<file path="src/rtl/ram16x8_arbiter.sv">
// Round-robin arbiter sharing one 16x8 single-port RAM between requesters A and B.
// Define RAM16X8_ARB_CLEAR_EN to build the post-reset sweep that writes INIT_VAL everywhere.
module ram16x8_arbiter #(
   parameter int            AW       = 4,
   parameter int            DW       = 8,
   parameter logic [DW-1:0] INIT_VAL = 8'h00
) (
   input  logic          clk,
   input  logic          rst_n,
   input  logic          a_req,
   input  logic          a_we,
   input  logic [AW-1:0] a_addr,
   input  logic [DW-1:0] a_wdata,
   output logic          a_ack,
   output logic [DW-1:0] a_rdata,
   input  logic          b_req,
   input  logic          b_we,
   input  logic [AW-1:0] b_addr,
   input  logic [DW-1:0] b_wdata,
   output logic          b_ack,
   output logic [DW-1:0] b_rdata,
   output logic          ram_we,
   output logic [AW-1:0] ram_addr,
   output logic [DW-1:0] ram_din,
   input  logic [DW-1:0] ram_dout,
   output logic          busy
);

`ifdef RAM16X8_ARB_CLEAR_EN
   typedef enum logic [1:0] {CLEAR, IDLE, ACCESS, DONE} state_t;
`else
   typedef enum logic [1:0] {IDLE, ACCESS, DONE} state_t;
`endif

   localparam logic [AW-1:0] ADDR_MAX = '1;

   state_t        state_q;
   logic          prio_q;
   logic          win_q;
   logic          busy_q;
   logic          ram_we_q;
   logic [AW-1:0] ram_addr_q;
   logic [DW-1:0] ram_din_q;
   logic          a_ack_q;
   logic          b_ack_q;
   logic [DW-1:0] a_rdata_q;
   logic [DW-1:0] b_rdata_q;
   logic          grant_b_d;

   // B wins when it is the only requester, or when both ask and B holds priority.
   assign grant_b_d = b_req & (~a_req | prio_q);

`ifdef RAM16X8_ARB_CLEAR_EN
   logic [AW-1:0] clr_cnt_q;
   logic [AW-1:0] clr_cnt_d;

   assign clr_cnt_d = (clr_cnt_q == ADDR_MAX) ? clr_cnt_q : clr_cnt_q + 1'b1;
`endif

   // The RAM command registers double as the latched request, so ACCESS drives the RAM
   // straight from the values captured at grant time.
   always_ff @(posedge clk or negedge rst_n) begin
      if (!rst_n) begin
`ifdef RAM16X8_ARB_CLEAR_EN
         state_q   <= CLEAR;
         busy_q    <= 1'b1;
         clr_cnt_q <= '0;
`else
         state_q   <= IDLE;
         busy_q    <= 1'b0;
`endif
         prio_q     <= 1'b0;
         win_q      <= 1'b0;
         ram_we_q   <= 1'b0;
         ram_addr_q <= '0;
         ram_din_q  <= INIT_VAL;
         a_ack_q    <= 1'b0;
         b_ack_q    <= 1'b0;
         a_rdata_q  <= '0;
         b_rdata_q  <= '0;
      end else begin
         case (state_q)
`ifdef RAM16X8_ARB_CLEAR_EN
            // The sweep write for an address is loaded one edge ahead; leave once the
            // last address has actually been written.
            CLEAR: begin
               if (ram_we_q && (ram_addr_q == ADDR_MAX)) begin
                  ram_we_q <= 1'b0;
                  busy_q   <= 1'b0;
                  state_q  <= IDLE;
               end else begin
                  ram_we_q   <= 1'b1;
                  ram_addr_q <= clr_cnt_q;
                  ram_din_q  <= INIT_VAL;
                  clr_cnt_q  <= clr_cnt_d;
               end
            end
`endif
            IDLE: begin
               if (a_req || b_req) begin
                  win_q      <= grant_b_d;
                  ram_we_q   <= grant_b_d ? b_we    : a_we;
                  ram_addr_q <= grant_b_d ? b_addr  : a_addr;
                  ram_din_q  <= grant_b_d ? b_wdata : a_wdata;
                  busy_q     <= 1'b1;
                  state_q    <= ACCESS;
               end
            end
            ACCESS: begin
               if (!ram_we_q) begin
                  if (win_q) b_rdata_q <= ram_dout;
                  else       a_rdata_q <= ram_dout;
               end
               a_ack_q  <= ~win_q;
               b_ack_q  <= win_q;
               ram_we_q <= 1'b0;
               state_q  <= DONE;
            end
            DONE: begin
               a_ack_q <= 1'b0;
               b_ack_q <= 1'b0;
               prio_q  <= ~win_q;
               busy_q  <= 1'b0;
               state_q <= IDLE;
            end
            default: begin
               ram_we_q <= 1'b0;
               a_ack_q  <= 1'b0;
               b_ack_q  <= 1'b0;
               busy_q   <= 1'b0;
               state_q  <= IDLE;
            end
         endcase
      end
   end

   assign ram_we   = ram_we_q;
   assign ram_addr = ram_addr_q;
   assign ram_din  = ram_din_q;
   assign a_ack    = a_ack_q;
   assign b_ack    = b_ack_q;
   assign a_rdata  = a_rdata_q;
   assign b_rdata  = b_rdata_q;
   assign busy     = busy_q;

endmodule

</file>
<file path="config.mk">
export PLATFORM = sky130hd
export DESIGN_NAME = ram16x8_arbiter
export DESIGN_NICKNAME = d
export VERILOG_FILES = /design/src/rtl/ram16x8_arbiter.sv
export SDC_FILE = /design/constraint.sdc
export NUM_CORES = 1
export LEC_CHECK = 0
export ABC_AREA = 1
export CAP_MARGIN = 20
export CORE_MARGIN = 4
export CORE_UTILIZATION = 45
export DETAILED_ROUTE_END_ITERATION = 10
export PLACE_DENSITY = 0.81
export SYNTH_ARGS = -nofsm -noshare
export SYNTH_HDL_FRONTEND = slang
export SYNTH_SLANG_ARGS = --single-unit
</file>
<file path="constraint.sdc">
create_clock -name clk -period 1.8 [get_ports clk]
set_input_delay 0.45 -clock clk [delete_from_list [all_inputs] [get_ports clk]]
set_output_delay 0.45 -clock clk [all_outputs]
set_load 0.02 [all_outputs]
</file>
### Word level (Yosys, flattened, before mapping)

Index checks and enable logic that the tools add are counted.

| operators by class | value |
|---|---|
| equality and inequality tests | 3 |
| multiplexer cells | 11 |
| bitwise logic cells | 7 |
| reduce and logical (&&, ||, !) cells | 7 |

Operator list:

| kind | number |
|---|---|
| 2-to-1 mux 8 bit | 1 |
| case mux 1 bit (2 select lines) | 4 |
| AND reduction 2 bit | 3 |
| AND reduction 3 bit | 2 |
| inverter 1 bit | 5 |
| 2-to-1 mux 4 bit | 1 |
| case mux 2 bit (2 select lines) | 1 |
| 2-to-1 mux 1 bit | 3 |
| == test 2 x 1 -> 1 bit, second input constant | 1 |
| == test 2 bit, second input constant | 1 |
| zero test 2 bit | 1 |
| 2-to-1 mux 2 bit | 1 |
| != test 2 bit, second input constant | 1 |
| bitwise AND 1 bit | 1 |
| logical OR 1 bit | 1 |
| OR 1 bit | 1 |

| word-level totals | value |
|---|---|
| bits in registers | 36 |
| input port bits | 38 |
| output and inout bits | 32 |
| logic and storage cells | 39 |

### Logic depth before layout (Yosys ltp)

Gate-level depths: netlist of the first run.

| depth | value |
|---|---|
| depth after elaboration | 6 |
| mapped depth | 7 |
| gate-level depth less buffers | 6 |

### Least setup slack after synthesis of the first run

OpenSTA, ideal clock, no wires.

| timing path | value |
|---|---|
| path type | input to register |
| start | input port a_req |
| end | register ram_addr_q[0], in the netlist ram_addr[0] |
| setup time | 0.117 ns |
| arrival time | 1.001 ns |
| data required time | 1.683 ns |
| setup slack | 0.681 ns |
| stages | 5 |
| buffers on the path | 1 |
| cell sequence | nor2_1 > nor2_4 > buf_4 > nand3_1 > nand2_1 |

| between the ends | value |
|---|---|
| longest elaborated chain between the ends | 4 |
| elaborated cells between the ends (all ways) | 6 |
| those cells by class | mux: 1; bitwise: 3; reduce/logical: 2 |

RTL lines:

| what | RTL line | RTL |
|---|---|---|
| start: declaration | 10 | `input logic a_req,` |
| inverter 1 bit | 51 | `assign grant_b_d = b_req & (~a_req \| prio_q);` |
| OR 1 bit | 51 |  |
| bitwise AND 1 bit | 51 |  |
| 2-to-1 mux 4 bit | 103 | `ram_addr_q <= grant_b_d ? b_addr : a_addr;` |
| end signal: assignment | 103 |  |
| end: declaration | 42 | `logic [AW-1:0] ram_addr_q;` |

Several ways; a longest one is shown, not always the timed one.
A chain may end at the register's enable or synchronous reset.

### Worst setup path after layout of the first run

| timing path | value |
|---|---|
| start | register ram_addr_q[3], in the netlist ram_addr[3] |
| end | output port ram_addr[3] |

RTL lines:

| what | RTL line | RTL |
|---|---|---|
| end: declaration | 23 | `output logic [AW-1:0] ram_addr,` |

No word-level cell between the ends.

==> run_results.csv, run 1 <==
group,metric,value,unit
sta,max_freq,568.4,MHz
worst_setup_path,required,1.35,ns
worst_setup_path,critPathLaunchType,"register",
global_route,antenna_found_initial,0,
floorplan,die_x,68.35,µm
floorplan,start_util,47.99,%
flow_run,max_cap_violations,0,
cts,cts_tree,"yes",
worst_hold_path,worstHoldPathType,"input pin to async pin",
cts,cts_root_buf,"clkbuf_4",
finish,final_cells,324,
place,dpl.cell_count,317,
worst_setup_path,reg2reg_slack,0.63,ns
route,drtIter0Drc,47,
worst_setup_path,cp_slowest_cell,"clkdlybuf4s50_1",
synth,synthXorXnorAreaFrac,0,%
sta,rsz0062_at_grt,"no",
cts,clock_path_buffers,2,
floorplan,dieArea,4672,µm²
synth,synth_cells,204,
worst_setup_path,end_kind,"output pin",
worst_setup_path,crit_cells,1,
pwr,p_total,3.913,mW
global_route,grt_use_total,18.83,%
synth,synth_compound_area_share,6.107,%
floorplan,die_h,68.35,µm
sta,setup_tns,0,ns
run_status,outcome,"finished, final reports clean",
finish,fin_nets,316,
cts,htree_levels,2,
place,dp_hpwl,2.985,mm
floorplan,core,3416,µm²
cts,path_clk_slew,0.10,ns
worst_setup_path,reg2reg_to,"ram_din[6]",
global_route,grt_pass1_vias,1461,
worst_setup_path,crit_path_max_incr_delay,0.61,ns
sta,skew,0.004315,ns
global_route,grt_overflow,0,
worst_setup_path,crit_chain,"clkdlybuf4s50_1",
synth,synth.largest_area_cell,"dfrtp_1",
cts,clock-sinks,36,
synth,yosysWarnings,0,
cts,cts_made_buffers,5,
worst_setup_path,startpoint,"ram_addr[3]",
worst_setup_path,crit_family,"buffers and inverters",
sta,finalCriticalPeriod,1.759,ns
place,place_ws,0.1048,ns
global_route,grt_start_max_net_pins,22,
cts,clk_latency,0.33,ns
worst_setup_path,crit_end,"ram_addr[3]",
sta,fin_ws,0.04074,ns
synth,syn-mean-instance-area,8.035,µm²
sta,timing.final.crit_share,97.74,%
worst_setup_path,cp_max_fo,2,
synth,synth_top_family_by_area,"simple AND/OR/NAND/NOR gates",
synth,synth_nets,242,
synth,ys_top_cells_by_area,"dfrtp_1 (55%), nand2_1 (15%), inv_1 (8.9%), nand3_1 (7.9%), o21ai_0 (5.8%)",
synth,yosysTopAreaCellShare,54.96,%
sta,hold_violations,0,
pwr,leakagePower,1.459,nW
floorplan,num_io_pins,70,
sta,worst_pin_slew,0.4538,ns
worst_setup_path,crit_buf_inv,1,
finish,diodes,0,
sta,setup_viol,0,
finish,area.growth.synth_to_final,51.45,%
finish,multi_input_area,531.8,µm²
worst_setup_path,path_class,"register to output pin",
route,ant_nets,0,
synth,seq_area_frac_synth,54.96,%
route,drt_wl_total,3.857,mm
pwr,power_density,1576,nW/µm²
finish,final_core_utilization,72.67,%
worst_setup_path,r2r_cells,6,
synth,yosys.area_share.simple,26.34,%
global_route,grt_first_pass_wirelength,6.430,mm
sta,drv_slew,0,
worst_setup_path,cp.arrival,1.31,ns
route,vias_per_cell,4.503,
route,wire_per_inst,11.90,µm
synth,synth_cell_types,13,
synth,muxShareOfSynthArea,0,%
pwr,peakVddDrop,0.7217,mV
sta,relSlewSlack,69.75,%
worst_setup_path,reg2reg_from,"state_q[0]",
synth,yosys.area_share.adder,0,%
synth,netlist_area,1639,µm²
route,drtPass1Iterations,4,
finish,drive_gt1_share,6.475,%
cts,post_cts_buffers,0,
place,gp_congestion,0.8091,
floorplan,rows,21,
synth,synth-seq-cells,36,
route,via_count,1459,
finish,fillCellCount,275,
finish,regArea,900.9,µm²
route,drc,0,
place,io_buffers,69,
## report_power, final
part           internal, mW  total, mW  leakage (nW)  switching [mW]
sequential             1.20       1.42         0.442           0.218
combinational         0.893       2.03         0.979            1.14
clock                 0.222      0.468        0.0374           0.246
## registers in the layout, summed over array words and instances, names as in the netlist
signal,flops
ram_din,8
b_ack,1
win_q,1
prio_q,1
ram_addr,4
a_ack,1
a_rdata,8
ram_we,1
b_rdata,8
busy,1
state_q,2
## stage by stage
stage | hold WS [ns] | area, µm²
after detailed placement | 0.4278 | 2376
after CTS | 0.06398 | 2440
after global placement | 0.4254 | 2376
after global routing | 0.07733 | 2482
after floorplan | 0.1544 | 1639
final | 0.05737 | 2482
## layout by cell type (no fill, tap or decap), drive strengths merged
master,instances
clkbuf,7
dlymetal6s2s,17
inv,40
nor2,6
dfrtp,36
buf,6
dlygate4sd2,1
nand3,26
clkdlybuf4s50,50
o21ai,20
nand2,69
## per-layer routing
metal	vias to the layer above	GRT usage, %	wire length, µm
met5	-	0	0
met4	0	8.189	60
met3	6	3.612	155
met2	33	32.49	2016
met1	658	22.70	1624
li1	762	-	-
## final cells by class
class	instances	area share, %
sequential	36	36.29
clock buffer	7	2.621
multi-input combinational	121	21.42
inverter	40	6.048
tap	46	2.319
timing repair buffer	74	31.30
## kinds of logic (layout without fill, tap and decap cells)
| group | Yosys count | count (layout) |
|---|---|---|
| AND/OR/NAND/NOR | 101 | 101 |
| AO/OA/AOI/OAI | 20 | 20 |
| flip-flops | 36 | 36 |
| buffers and inverters | 47 | 121 |
## cells in the mapped netlist (all sizes together)
master,n
buf,7
nor2,6
nand3,26
dfrtp,36
inv,40
nand2,69
o21ai,20
## timing repair
action | 4_1_cts | 5_1_grt
endpoints found under the hold margin | 0 | 0
hold buffers | 0 | 0
gates resized for setup | 1 | 17
setup endpoints to repair | 1 | 17
gates cloned | 0 | 0
pin swaps | 0 | 0
## worst min path at each step
stage                from    endpoint  slack (ns)  cells after the start
global placement    rst_n  ram_din[6]        0.43                      1
global route        rst_n  ram_din[2]        0.08                      1
CTS                 rst_n  ram_din[2]        0.06                      1
finish              rst_n  ram_din[2]        0.06                      1
floorplan           rst_n       a_ack        0.15                      0
detailed placement  rst_n  ram_din[6]        0.43                      1
No activity file was read; power rests on OpenSTA's default activity.
==> run 2, diff against run 1 <==
==> config.mk (replaced) <==
export PLATFORM = sky130hd
export DESIGN_NAME = ram16x8_arbiter
export DESIGN_NICKNAME = d
export VERILOG_FILES = /design/src/rtl/ram16x8_arbiter.sv
export SDC_FILE = /design/constraint.sdc
export NUM_CORES = 1
export LEC_CHECK = 0
export CORE_MARGIN = 4
export CORE_UTILIZATION = 44
export DETAILED_ROUTE_END_ITERATION = 10
export PLACE_DENSITY = 0.93
export SYNTH_ARGS = -nofsm -noshare
export SYNTH_HDL_FRONTEND = slang
export SYNTH_SLANG_ARGS = --single-unit
==> run 2 against run 1 <==
Critical path depth unchanged. Hold slack better by 0.063 ns. Power is 9.1% higher. Sequential power about the same. Non-clock buffer count increased by 7. Via count fell by 5.6%. Wire length up 12%. Synthesized area shrank 4.4%. First-iteration DRC count is 130% higher. Combinational power grew 11%. Critical path type unchanged.
==> run_results.csv, run 2 <==
group,metric,value,unit
cts,htree_levels,2,
flow_run,max_cap_violations,0,
route,ant_nets,0,
cts,cts_root_buf,"clkbuf_4",
floorplan,start_util,46.25,%
synth,seq_area_frac_synth,57.46,%
synth,yosys.area_share.adder,0,%
worst_setup_path,path_class,"register to output pin",
global_route,grt_pass1_vias,1375,
sta,setup_tns,0,ns
floorplan,rows,21,
worst_setup_path,cp.arrival,1.32,ns
synth,synth-seq-cells,36,
sta,worst_pin_slew,0.4522,ns
finish,final_common_cell,"clkdlybuf4s50_1",
worst_setup_path,cp_slowest_cell,"clkdlybuf4s50_1",
floorplan,die_x,67.69,µm
synth,synth_compound_area_share,14.45,%
route,via_count,1377,
global_route,grt_first_pass_wirelength,6.610,mm
sta,relSlewSlack,69.85,%
pwr,power_switching,1.651,mW
synth,synth_common_cells,"dfrtp_1 (36), mux2_2 (16), o21ai_0 (15), nand3_1 (14)",
pwr,power_density,1699,nW/µm²
sta,skew,0.009283,ns
finish,diodes,0,
synth,synth_cells,136,
worst_setup_path,required,1.35,ns
synth,synth_top_family_by_area,"compound AO/OA/AOI/OAI gates",
finish,fin_nets,253,
finish,area.growth.synth_to_final,60.18,%
worst_setup_path,crit_buf_inv,1,
worst_setup_path,crit_chain,"clkdlybuf4s50_1",
global_route,grtUsageMet2,33.90,%
synth,synthArstFlopShare,100.0,%
cts,clk_latency,0.35,ns
synth,yosys.area_share.simple,11.73,%
worst_setup_path,crit_family,"buffers and inverters",
finish,final_core_utilization,74.09,%
sta,timing.final.crit_share,98.29,%
global_route,grt_use_total,19.60,%
sta,drv_slew,0,
pwr,leakagePower,1.277,nW
cts,cts_tree,"yes",
place,dpl.cell_count,254,
route,wire_per_inst,16.53,µm
global_route,top_usage_layer,"met2",
cts,clock_path_buffers,2,
worst_setup_path,crit_cells,1,
synth,yosysWarnings,0,
worst_setup_path,end_kind,"output pin",
route,drt_wl_total,4.332,mm
worst_setup_path,cp_max_fo,2,
pwr,peakVddDrop,0.8771,mV
synth,synthXorXnorAreaFrac,0,%
global_route,grt_overflow,0,
pwr,combPwrFrac,53.1,%
pwr,intPower,2.617,mW
cts,cts_made_buffers,5,
sta,max_freq,565.2,MHz
sta,finalCriticalPeriod,1.769,ns
place,gp_congestion,0.7299,
global_route,met1_usage,24.09,%
cts,path_clk_slew,0.12,ns
sta,setup_viol,0,
synth,synth.largest_area_cell,"dfrtp_1",
place,io_buffers,69,
worst_setup_path,critPathLaunchType,"register",
global_route,grt_util_met3,4.992,%
route,drtIter0Drc,109,
synth,yosysTopAreaCellShare,57.46,%
worst_setup_path,crit_path_max_incr_delay,0.62,ns
run_status,outcome,"finished, final reports clean",
sta,rsz0062_at_grt,"no",
floorplan,die_h,67.69,µm
finish,layout_common_cells,"clkdlybuf4s50_1 (37), dfrtp_1 (36), dlymetal6s2s_1 (29), mux2_2 (16), o21ai_0 (15)",
pwr,clockPowerShare,13.5,%
floorplan,dieArea,4582,µm²
worst_setup_path,r2r_cells,4,
floorplan,num_io_pins,70,
synth,muxShareOfSynthArea,12.77,%
synth,ys_top_cells_by_area,"dfrtp_1 (57%), mux2_2 (11%), a31oi_1 (4.8%), o21ai_0 (4.8%), nand3_1 (4.5%)",
synth,ys.flop_type,"dfrtp_1",
finish,drive_gt1_share,19.44,%
synth,synth-edff-count,0,
pwr,switching_share,38.68,%
global_route,antenna_found_initial,0,
route,drtPass1Iterations,4,
pwr,sequentialPowerShare,33.4,%
synth,netlist_area,1568,µm²
sta,hold_violations,0,
synth,synth_nets,174,
floorplan,core,3390,µm²
synth,syn-mean-instance-area,11.53,µm²
global_route,grt_start_max_net_pins,37,
finish,final_cells,262,
worst_hold_path,worstHoldPathType,"input pin to async pin",
synth,synth.most_common_cell,"dfrtp_1",
cts,clock-sinks,36,
route,vias_per_cell,5.256,
route,drc,0,
synth,synth_cell_types,23,
[run 2: changes by cell type after synthesis, sizes merged, moves of 3 or more]
cell,delta
mux2,+16
nand3,-12
nand2,-68
a21oi,+12
a31oi,+12
clkbuf,+5
o21ai,-5
buf,-3
inv,-37
[run 2: per-layer routing]
metal,wire (µm),up-vias
met5,0,-
met4,53,0
met3,249,5
met2,2339,52
met1,1689,668
li1,-,652
[run 2: power by group through the flow]
stage                     Combinational, mW  Sequential (mW)  Clock (mW)
after floorplan                       0.777             1.89           0
after global placement                 2.28             1.44           0
after detailed placement               2.36             1.46           0
after CTS                              2.34             1.45       0.580
after global routing                   2.42             1.48       0.623
final                                  2.26             1.43       0.577
[run 2: repair_timing]
action	CTS	global route
gates resized for setup	2	29
setup endpoints to repair	2	29
setup buffers	0	0
pin swaps	0	0
hold buffers	0	0
[run 2: path summary, 6_finish.rpt]
path,start,endpoint,slack (ns)
worst max-delay path,ram_din[4],ram_din[4],0.03
worst min-delay path,rst_n,a_rdata[3],0.12
worst max register to register,win_q,b_rdata[6],0.35
worst min register to register,busy,busy,0.49
max in group asynchronous,rst_n,state_q[0],1.35
min in group clk,busy,busy,0.49
[run 2: kinds of logic after synthesis]
| family | count (synthesis) |
|---|---|
| flip-flops | 36 |
| buffers and inverters | 12 |
| AND/OR/NAND/NOR | 29 |
| AO/OA/AOI/OAI | 41 |
| multiplexers | 18 |
[run 2: area by class of cell]
| cell class | instances | area (µm²) |
|---|---|---|
| inverters | 3 | 11.26 |
| clock buffers | 5 | 37.54 |
| fillers | 244 | 878.3 |
| well taps | 46 | 57.56 |
| repair buffers | 81 | 845.8 |
| clock inverters | 3 | 42.54 |
| flip-flops and latches | 36 | 900.9 |
| multi-input cells | 88 | 615.6 |
[run 2: per-stage QoR]
stage | setup WS (ns) | area, µm² | hold WS [ns] | power, mW
2_1_floorplan | 0.3639 | 1568 | 0.1544 | 2.670
3_3_place_gp | 0.06394 | 2361 | 0.4652 | 3.720
3_5_place_dp | 0.01782 | 2361 | 0.4714 | 3.817
4_1_cts | 0.0005987 | 2439 | 0.1250 | 4.366
5_1_grt | 0.001457 | 2511 | 0.1294 | 4.518
6_report | 0.03081 | 2511 | 0.1207 | 4.268
==> run 3, diff against run 2 <==
--- a/config.mk
+++ b/config.mk
@@ -6,9 +6,10 @@
 export NUM_CORES = 1
 export LEC_CHECK = 0
 export CORE_MARGIN = 4
-export CORE_UTILIZATION = 44
+export CORE_UTILIZATION = 46
+export CTS_BUF_LIST = sky130_fd_sc_hd__clkbuf_4 sky130_fd_sc_hd__clkbuf_8
 export DETAILED_ROUTE_END_ITERATION = 10
-export PLACE_DENSITY = 0.93
+export PLACE_DENSITY_LB_ADDON = 0.2
 export SYNTH_ARGS = -nofsm -noshare
 export SYNTH_HDL_FRONTEND = slang
 export SYNTH_SLANG_ARGS = --single-unit
==> run 3 against run 2 <==
Design area is 3.2% lower. Sequential share of layout area grew 1.2 points. Critical path type unchanged. Largest cell class unchanged. Highest routed layer unchanged. Die area fell by 3.8%.
==> run_results.csv, run 3 (synthesis results as in run 2) <==
group,metric,value,unit
run_status,outcome,"finished, final reports clean",
cts,cts_tree,"yes",
floorplan,dieArea,4406,µm²
cts,clk_latency,0.34,ns
global_route,antenna_found_initial,0,
flow_run,max_cap_violations,0,
cts,path_clk_slew,0.10,ns
route,ant_nets,0,
finish,stdcell_area,2431,µm²
route,drtIter0Drc,30,
worst_setup_path,path_class,"register to output pin",
cts,clock-sinks,36,
floorplan,die_h,66.38,µm
sta,setup_tns,0,ns
place,place_ws,0.02630,ns
route,drtPass1Iterations,4,
pwr,p_total,4.121,mW
route,wire_per_inst,16.47,µm
pwr,power_density,1695,nW/µm²
finish,area.growth.synth_to_final,55.07,%
route,via_count,1380,
finish,regArea,900.9,µm²
finish,drive_gt1_share,16.67,%
place,place_area,2316,µm²
place,io_buffers,69,
sta,finalCriticalPeriod,1.757,ns
global_route,grt_use_total,20.72,%
place,dp_hpwl,3.171,mm
sta,worst_pin_slew,0.5204,ns
finish,final_core_utilization,77.10,%
sta,hold_violations,0,
worst_setup_path,required,1.35,ns
route,drc,0,
finish,layout_common_cells,"clkdlybuf4s50_1 (45), dfrtp_1 (36), dlymetal6s2s_1 (21), mux2_2 (16), o21ai_0 (15)",
worst_setup_path,crit_family,"buffers and inverters",
floorplan,die_x,66.38,µm
finish,multi_input_area,610.6,µm²
sta,setup_viol,0,
route,vias_per_cell,5.433,
sta,max_freq,569.1,MHz
cts,cts_made_buffers,5,
sta,drv_slew,0,
floorplan,rows,20,
floorplan,num_io_pins,70,
cts,post_cts_buffers,0,
pwr,leakagePower,1.162,nW
finish,fin_nets,248,
finish,diodes,0,
floorplan,start_util,49.72,%
worst_setup_path,crit_buf_inv,1,
global_route,grt_first_pass_wirelength,6.865,mm
sta,skew,0.009390,ns
worst_setup_path,cp_slowest_cell,"clkdlybuf4s50_1",
worst_setup_path,cp_max_fo,2,
finish,final_common_cell,"clkdlybuf4s50_1",
finish,fillCellCount,233,
route,drt_wl_total,4.184,mm
sta,rsz0062_at_grt,"no",
worst_setup_path,critPathLaunchType,"register",
floorplan,core,3153,µm²
place,gp_congestion,0.7534,
global_route,grt_pass1_vias,1525,
sta,timing.final.crit_share,97.63,%
worst_setup_path,cp.arrival,1.31,ns
cts,clock_path_buffers,2,
global_route,grt_start_max_net_pins,37,
worst_setup_path,crit_chain,"clkdlybuf4s50_1",
worst_setup_path,end_kind,"output pin",
cts,cts_root_buf,"clkbuf_4",
sta,relSlewSlack,65.31,%
worst_setup_path,crit_path_max_incr_delay,0.60,ns
cts,cts_hold_buf,0,
global_route,grt_overflow,0,
sta,fin_ws,0.04271,ns
worst_hold_path,worstHoldPathType,"input pin to async pin",
pwr,peakVddDrop,1.031,mV
cts,htree_levels,2,
-- run 3: cell count changes in the layout (fill, tap and decap cells not counted) --
cell	before	now
buf_4	12	7
bufinv_16	1	0
clkbuf_8	0	2
clkdlybuf4s50_1	37	45
clkinv_2	1	0
clkinvlp_4	1	0
dlymetal6s2s_1	29	21
nor3_1	0	1
nor3_2	1	0
-- run 3: cell type report --
cell class                      instances  share of cell area (%)
Clock buffer                            7                   2.676
Tap cell                               44                   2.265
Inverter                                3                  0.4632
Sequential cell                        36                   37.06
Multi-Input combinational cell         88                   25.12
Timing Repair Buffer                   76                   32.42
-- run 3: routing by layer --
metal | part of all wire [%] | global-route usage (%) | up-vias
li1 | - | - | 638
met1 | 38 | 23.30 | 686
met2 | 55 | 36.06 | 42
met3 | 4.4 | 5.102 | 14
met4 | 3.0 | 10.41 | 0
met5 | 0 | 0 | -
-- run 3: repair_timing --
item / CTS / global route
endpoints found under the hold margin: 0 / 0
gates resized for setup: 2 / 21
endpoints found under the setup margin: 2 / 21
-- run 3: worst paths after layout --
| check | startpoint | endpoint | slack, ns | depth (start not counted) |
|---|---|---|---|---|
| setup / recovery | ram_addr[3] | ram_addr[3] | 0.04 | 1 |
| hold reg to reg | busy | busy | 0.49 | 1 |
| hold / removal | rst_n | ram_din[3] | 0.13 | 2 |
| setup reg to reg | state_q[1] | a_rdata[0] | 0.17 | 3 |
| max in group asynchronous | rst_n | a_rdata[6] | 1.34 | 2 |
| min in group clk | busy | busy | 0.49 | 1 |
-- run 3: per-stage QoR --
step	hold slack, ns	std cells
after floorplan	0.1544	136
after global placement	0.4661	247
after detailed placement	0.4733	247
after CTS	0.1448	254
after global routing	0.1555	254
final	0.1311	254
-- run 3: power breakdown --
part / leakage, nW / internal (mW) / switching [mW]
Clock: 0.0374 / 0.221 / 0.247
Combinational: 0.702 / 1.08 / 1.10
Sequential: 0.423 / 1.21 / 0.262
Total: 1.16 / 2.52 / 1.60
